**config.mk**
```make
export PLATFORM = sky130hd
export DESIGN_NAME = serial_xfer_controller
export DESIGN_NICKNAME = d
export VERILOG_FILES = /design/src/rtl/serial_xfer_controller.sv
export SDC_FILE = /design/constraint.sdc
export NUM_CORES = 1
export LEC_CHECK = 0
export BUFFER_PORTS_ARGS = -buffer_cell sky130_fd_sc_hd__buf_2
export CORE_MARGIN = 5
export CORE_UTILIZATION = 35
export CTS_BUF_LIST = sky130_fd_sc_hd__clkbuf_4
export CTS_CLUSTER_DIAMETER = 80
export DETAILED_ROUTE_END_ITERATION = 16
export GPL_ROUTABILITY_DRIVEN = 0
export HOLD_SLACK_MARGIN = 0.08
export SYNTH_ARGS = -nofsm -noshare
export SYNTH_HDL_FRONTEND = slang
export SYNTH_SLANG_ARGS = --single-unit
```
**constraint.sdc**
```tcl
create_clock -name clk -period 1.6 [get_ports clk]
set_input_delay 0.24 -clock clk [delete_from_list [all_inputs] [get_ports clk]]
set_output_delay 0.24 -clock clk [all_outputs]
set_load 0.005 [all_outputs]
```
**src/rtl/serial_xfer_controller.sv**
```systemverilog
// Serial transfer master: START, NUM_BYTES bytes MSB first with per-byte ACK, then STOP.
// Define SERIAL_XFER_RETRY_EN to retry a NACKed transfer up to three times before reporting ack_error.
module serial_xfer_controller #(
    parameter int NUM_BYTES = 3
) (
    input  logic                   clk,
    input  logic                   reset,
    input  logic                   start,
    input  logic [8*NUM_BYTES-1:0] data_in,
    output logic                   busy,
    output logic                   done,
    output logic                   ack_error,
    output logic                   enable_clk,
    input  logic                   new_clk,
    input  logic                   rising_edge,
    input  logic                   falling_edge,
    input  logic                   middle_of_high_level,
    input  logic                   middle_of_low_level,
    output logic                   sclk,
    output logic                   sdat_out,
    output logic                   sdat_oe,
    input  logic                   sdat_in
);
    localparam int W = 8 * NUM_BYTES;

    typedef enum logic [2:0] {
        IDLE    = 3'd0,
        START_C = 3'd1,
        TX_BIT  = 3'd2,
        ACK     = 3'd3,
        STOP_C  = 3'd4,
        DONE    = 3'd5
    } state_t;

    state_t         state_r;
    logic [W-1:0]   shift_r;
    logic [1:0]     byte_cnt_r;
    logic [2:0]     bit_cnt_r;
    logic           cond_r;      // START/STOP line level already driven in this state
    logic           last_bit_r;  // bit 0 of the current byte is on the line
    logic           sampled_r;   // ACK slot already sampled
    logic           nack_r;
`ifdef SERIAL_XFER_RETRY_EN
    logic [W-1:0]   data_r;
    logic [1:0]     retry_cnt_r;
`endif

    // Edge timing comes from the strobes; the level alone is not needed here.
    logic unused_s;
    assign unused_s = rising_edge;

    // Transfer sequencer with all outputs registered.
    always_ff @(posedge clk) begin
        if (reset) begin
            state_r    <= IDLE;
            busy       <= 1'b0;
            done       <= 1'b0;
            ack_error  <= 1'b0;
            enable_clk <= 1'b0;
            sclk       <= 1'b1;
            sdat_oe    <= 1'b0;
            sdat_out   <= 1'b1;
            shift_r    <= '0;
            byte_cnt_r <= 2'd0;
            bit_cnt_r  <= 3'd0;
            cond_r     <= 1'b0;
            last_bit_r <= 1'b0;
            sampled_r  <= 1'b0;
            nack_r     <= 1'b0;
`ifdef SERIAL_XFER_RETRY_EN
            data_r      <= '0;
            retry_cnt_r <= 2'd0;
`endif
        end else begin
            done <= 1'b0;
            sclk <= 1'b1;
            case (state_r)
                IDLE: begin
                    if (start) begin
                        state_r    <= START_C;
                        busy       <= 1'b1;
                        enable_clk <= 1'b1;
                        ack_error  <= 1'b0;
                        shift_r    <= data_in;
                        byte_cnt_r <= 2'(NUM_BYTES - 1);
                        bit_cnt_r  <= 3'd7;
                        cond_r     <= 1'b0;
                        last_bit_r <= 1'b0;
                        sampled_r  <= 1'b0;
                        nack_r     <= 1'b0;
`ifdef SERIAL_XFER_RETRY_EN
                        data_r      <= data_in;
                        retry_cnt_r <= 2'd0;
`endif
                    end
                end
                START_C: begin
                    if (!cond_r) begin
                        if (middle_of_high_level) begin
                            sdat_oe  <= 1'b1;
                            sdat_out <= 1'b0;
                            cond_r   <= 1'b1;
                        end
                    end else if (falling_edge) begin
                        state_r <= TX_BIT;
                        sclk    <= new_clk;
                        cond_r  <= 1'b0;
                    end
                end
                TX_BIT: begin
                    sclk <= new_clk;
                    if (middle_of_low_level) begin
                        if (last_bit_r) begin
                            // Ninth clock slot: hand the line to the receiver.
                            state_r    <= ACK;
                            sdat_oe    <= 1'b0;
                            last_bit_r <= 1'b0;
                            sampled_r  <= 1'b0;
                        end else begin
                            sdat_oe  <= 1'b1;
                            sdat_out <= shift_r[W-1];
                            shift_r  <= {shift_r[W-2:0], 1'b0};
                            if (bit_cnt_r == 3'd0) begin
                                last_bit_r <= 1'b1;
                            end else begin
                                bit_cnt_r <= bit_cnt_r - 3'd1;
                            end
                        end
                    end
                end
                ACK: begin
                    sclk <= new_clk;
                    if (middle_of_low_level) begin
                        sdat_oe <= 1'b0;
                    end
                    if (middle_of_high_level && !sampled_r) begin
                        sampled_r <= 1'b1;
                        if (sdat_in) begin
                            nack_r <= 1'b1;
`ifndef SERIAL_XFER_RETRY_EN
                            ack_error <= 1'b1;
`endif
                        end
                    end else if (falling_edge && sampled_r) begin
                        sampled_r <= 1'b0;
                        if (!nack_r && byte_cnt_r != 2'd0) begin
                            byte_cnt_r <= byte_cnt_r - 2'd1;
                            bit_cnt_r  <= 3'd7;
                            state_r    <= TX_BIT;
                        end else begin
                            state_r <= STOP_C;
                            sclk    <= 1'b1;
                            cond_r  <= 1'b0;
                        end
                    end
                end
                STOP_C: begin
                    if (!cond_r) begin
                        if (middle_of_low_level) begin
                            sdat_oe  <= 1'b1;
                            sdat_out <= 1'b0;
                            cond_r   <= 1'b1;
                        end
                    end else if (middle_of_high_level) begin
                        sdat_oe  <= 1'b0;
                        sdat_out <= 1'b1;
                        cond_r   <= 1'b0;
`ifdef SERIAL_XFER_RETRY_EN
                        if (nack_r && retry_cnt_r != 2'd3) begin
                            state_r     <= START_C;
                            retry_cnt_r <= retry_cnt_r + 2'd1;
                            shift_r     <= data_r;
                            byte_cnt_r  <= 2'(NUM_BYTES - 1);
                            bit_cnt_r   <= 3'd7;
                            nack_r      <= 1'b0;
                        end else begin
                            ack_error  <= nack_r;
                            state_r    <= DONE;
                            enable_clk <= 1'b0;
                            done       <= 1'b1;
                        end
`else
                        state_r    <= DONE;
                        enable_clk <= 1'b0;
                        done       <= 1'b1;
`endif
                    end
                end
                DONE: begin
                    state_r <= IDLE;
                    busy    <= 1'b0;
                end
                default: begin
                    state_r    <= IDLE;
                    busy       <= 1'b0;
                    enable_clk <= 1'b0;
                    sdat_oe    <= 1'b0;
                    sdat_out   <= 1'b1;
                end
            endcase
        end
    end

endmodule

```
==> metrics.txt <==
# TYPE chip_impl_metric gauge
chip_impl_info{name="cts_tree",value="yes"} 1
chip_impl_metric{name="grt_remaining_overflow",unit=""} 0
chip_impl_metric{name="final.setup.tns",unit="ps"} 0
chip_impl_info{name="synth_top_area_cell",value="dfxtp_1"} 1
chip_impl_metric{name="p_per_area",unit="nW/um^2"} 994
chip_impl_metric{name="drc_errors",unit=""} 0
chip_impl_info{name="layout_commonest_cell",value="nand2_1"} 1
chip_impl_metric{name="synth.cell_area",unit="sq um"} 2380
chip_impl_metric{name="synth_enable_flop_cells",unit=""} 0
chip_impl_metric{name="async_reset_ff_share",unit="%"} 0
chip_impl_metric{name="hpwlAfterDp",unit="um"} 3970
chip_impl_metric{name="maxCapViolCount",unit=""} 0
chip_impl_metric{name="setup_viol",unit=""} 0
chip_impl_metric{name="clock_latency",unit="ps"} 360
chip_impl_metric{name="worst-endpoint-required",unit="ps"} 1850
chip_impl_metric{name="route.vias.total",unit=""} 2247
chip_impl_metric{name="pin_slew_with_the_least_headroom_to_its_limit",unit="ps"} 398
chip_impl_metric{name="route.detailed.vias_per_inst",unit=""} 5.36
chip_impl_info{name="cp_cell_sequence",value="buf_4 > a2111oi_4 > buf_6 > buf_6 > buf_16 > nand2b_1 > a21oi_1"} 1
chip_impl_metric{name="crit_fanout",unit=""} 6
chip_impl_metric{name="postSynthAreaPerCell",unit="sq um"} 8.56
chip_impl_metric{name="postSynthNetCount",unit=""} 314
chip_impl_metric{name="setup.reg_to_reg.worst_slack",unit="ps"} 50
chip_impl_metric{name="cts.reportedPaths.clkPinSlew",unit="ps"} 140
chip_impl_metric{name="worst_ir_drop_vdd",unit="mV"} 0.558
chip_impl_metric{name="yosys_register_bits",unit=""} 42
chip_impl_metric{name="postRouteWirelength",unit="um"} 6250
chip_impl_metric{name="effective_utilization_at_floorplan",unit="%"} 35.4
chip_impl_info{name="hold_path_startpoint",value="data_in[0]"} 1
chip_impl_metric{name="leakagePower",unit="nW"} 1.25
chip_impl_info{name="timing.rr.end",value="shift_r[0]$_SDFFE_PP0P_"} 1
chip_impl_metric{name="skew",unit="ps"} 10.1
chip_impl_info{name="worst_setup_path_class",value="register to register"} 1
chip_impl_info{name="synthTopCellsByArea",value="dfxtp_1 35%, a311oi_2 14%, nand2_1 8.8%"} 1
chip_impl_info{name="layout_common_cells",value="56 x nand2_1, 38 x buf_2, 37 x dfxtp_1, 30 x nor2_1, 26 x buf_4"} 1
chip_impl_metric{name="wire_per_inst",unit="um"} 14.9
chip_impl_metric{name="clock_tree.buffer_depth",unit=""} 2
chip_impl_metric{name="maxClockFrequency",unit="MHz"} 645
chip_impl_metric{name="ys_seq_area_share",unit="%"} 35.3
chip_impl_metric{name="cp_data_arrival_time",unit="ps"} 1800
chip_impl_metric{name="first_pass_grt_wire_length",unit="um"} 10100
chip_impl_info{name="hold_path.class",value="primary input to register"} 1
chip_impl_metric{name="die_height",unit="um"} 92.4
chip_impl_metric{name="nNetsFinal",unit=""} 374
chip_impl_metric{name="grt_max_degree",unit=""} 25
chip_impl_metric{name="hold_violations",unit=""} 0
chip_impl_metric{name="critical-path-max-stage-delay",unit="ps"} 370
chip_impl_metric{name="postLayoutSetupSlackWorst",unit="ps"} 49.8
chip_impl_metric{name="final_core_utilization",unit="%"} 46.7
chip_impl_metric{name="hold-worst-slack",unit="ps"} 140
chip_impl_metric{name="r2r.worst_path.cells",unit=""} 7
chip_impl_info{name="cts_root_buffer",value="clkbuf_4"} 1
chip_impl_metric{name="synthToLayoutAreaGrowth",unit="%"} 32.0
chip_impl_metric{name="cells_after_synthesis",unit=""} 278
chip_impl_metric{name="synth_cell_type_count",unit=""} 51
chip_impl_metric{name="synth_top_area_share",unit="%"} 35.3
chip_impl_info{name="post_synth_top_flop",value="dfxtp_1"} 1
chip_impl_metric{name="final.period_utilization",unit="%"} 96.9
chip_impl_metric{name="io_pins",unit=""} 40
chip_impl_metric{name="track_usage",unit="%"} 14.4
chip_impl_metric{name="dpl-instance-area",unit="sq um"} 2790
chip_impl_metric{name="rows",unit=""} 30
chip_impl_info{name="status",value="finished clean"} 1
chip_impl_metric{name="core",unit="sq um"} 6720
chip_impl_metric{name="diodes",unit=""} 0
chip_impl_metric{name="fp.dieArea",unit="sq um"} 8540
chip_impl_metric{name="final-max-slew-violation-count",unit=""} 0
chip_impl_metric{name="floorplan.die.width",unit="um"} 92.4
chip_impl_info{name="worst_setup_path_end_kind",value="register"} 1
chip_impl_metric{name="hold_buffers",unit=""} 0
chip_impl_metric{name="dr.first_iter.drc_count",unit=""} 102
chip_impl_metric{name="cts_made_buffers",unit=""} 5
chip_impl_metric{name="detailedPlace.worstSlack",unit="ps"} -69.4
chip_impl_metric{name="htree_levels",unit=""} 2
chip_impl_info{name="cp-start-kind",value="register"} 1
chip_impl_metric{name="place.port_buffers",unit=""} 38
chip_impl_info{name="cp_slowest_cell",value="dfxtp_2"} 1
chip_impl_info{name="rr_startpoint",value="state_r[0]$_SDFFE_PP0P_"} 1
chip_impl_metric{name="synth.yosys.warnings",unit=""} 0
chip_impl_metric{name="worstHoldPathCells",unit=""} 3
chip_impl_metric{name="stdcell_area",unit="sq um"} 3140
chip_impl_metric{name="max_slew_margin",unit="%"} 73.4
chip_impl_metric{name="clock_sinks",unit=""} 42
chip_impl_metric{name="grt_antenna_before_repair",unit=""} 0
chip_impl_metric{name="post_route_cells_drive_above_1_share",unit="%"} 39.8
chip_impl_info{name="timing.critical_path.mode_cell",value="buf_6"} 1
chip_impl_metric{name="timing.final.crit_period",unit="ps"} 1550
chip_impl_metric{name="postRouteAntennaNets",unit=""} 0
chip_impl_info{name="holdPathEnd",value="shift_r[0]$_SDFFE_PP0P_"} 1
chip_impl_metric{name="firstDrtPassIters",unit=""} 4
chip_impl_metric{name="first_global_vias",unit=""} 2198
area by class of cell:
type / count / area, sq um
clock inverters: 2 / 36.3
fillers: 643 / 3580
flip-flops and latches: 42 / 850
inverters: 9 / 33.8
repair buffers: 77 / 624
well taps: 80 / 100
clock buffers: 6 / 45.0
multi-input cells: 203 / 1450
Yosys cell counts, drive strengths merged, types with 2 or more instances:
library cell and number:
a31oi 3, nor4b 2, nor3b 3, o31ai 2, a221o 2, dfxtp 42
a21oi 16, mux2i 2, or4 3, nor3 9, nor2b 2, a211oi 4
inv 9, buf 11, ha 3, a21o 3, or2 3, and2 2
o21ai 9, clkbuf 13, a41oi 2, nand2b 3, nand2 56, a2111oi 2
a311oi 24, nor2 32, nand3b 2
worst max-delay path by stage:
stage	startpoint	to	slack (ps)	cells past startpoint
after floorplan	state_r[1]$_SDFFE_PP0P_	bit_cnt_r[2]$_SDFFE_PP0P_	5	6
after global placement	state_r[1]$_SDFFE_PP0P_	shift_r[8]$_SDFFE_PP0P_	7	5
after detailed placement	bit_cnt_r[0]$_SDFFE_PP0P_	bit_cnt_r[0]$_SDFFE_PP0P_	-70	6
after CTS	state_r[1]$_SDFFE_PP0P_	shift_r[23]$_SDFFE_PP0P_	-20	6
after global routing	byte_cnt_r[0]$_SDFFE_PP0P_	byte_cnt_r[1]$_SDFFE_PP0P_	-30	6
final	state_r[0]$_SDFFE_PP0P_	shift_r[0]$_SDFFE_PP0P_	50	7
worst max-delay path, delay by kind of cell, from the launching register on:
family	cells	cell delay [ps]
buffers and inverters	4	590
AO/OA/AOI/OAI	2	390
flip-flops	1	370
AND/OR/NAND/NOR	1	110
sequential cells by signal, indices dropped and copies added, names as in the netlist:
register    cells
sdat_oe         1
nack_r          1
sdat_out        1
shift_r        24
done            1
bit_cnt_r       3
cond_r          1
enable_clk      1
state_r         3
sampled_r       1
busy            1
sclk            1
byte_cnt_r      2
last_bit_r      1
per-layer routing:
layer  GRT usage, %  vias up  part of all wire, %
li1               -     1117                    -
met1           18.3     1061                   46
met2           24.0       60                   47
met3           3.33        9                  5.8
met4           4.33        0                  1.6
met5              0        -                    0
cells by family after synthesis:
| group | Yosys count | share of synthesized area (%) |
|---|---|---|
| and+or+nand+nor | 123 | 25.0 |
| AOI/OAI and AO/OA | 74 | 29.3 |
| DFF | 42 | 35.3 |
| buffers and inverters | 33 | 7.42 |
| muxes | 3 | 1.32 |
| adders and majority gates | 3 | 1.58 |
metrics by stage:
| stage | instances | power (mW) |
|---|---|---|
| final | 419 | 3.12 |
| after global routing | 419 | 3.30 |
| after CTS | 411 | 2.99 |
| after detailed placement | 400 | 2.19 |
| after global placement | 400 | 2.17 |
| after floorplan | 278 | 1.92 |
power by group:
| part | switching [mW] | total (mW) | internal [mW] |
|---|---|---|---|
| Clock | 0.383 | 0.731 | 0.349 |
| Combinational | 0.558 | 1.12 | 0.561 |
| Sequential | 0.0874 | 1.27 | 1.18 |
| Total | 1.03 | 3.12 | 2.09 |
timing repair:
action,in CTS,in global routing
gates cloned,2,3
endpoints found under the setup margin,25,30
gates resized for setup,8,21
setup buffers,1,6
pin swaps,3,7
(Power assumes the default switching activity.)
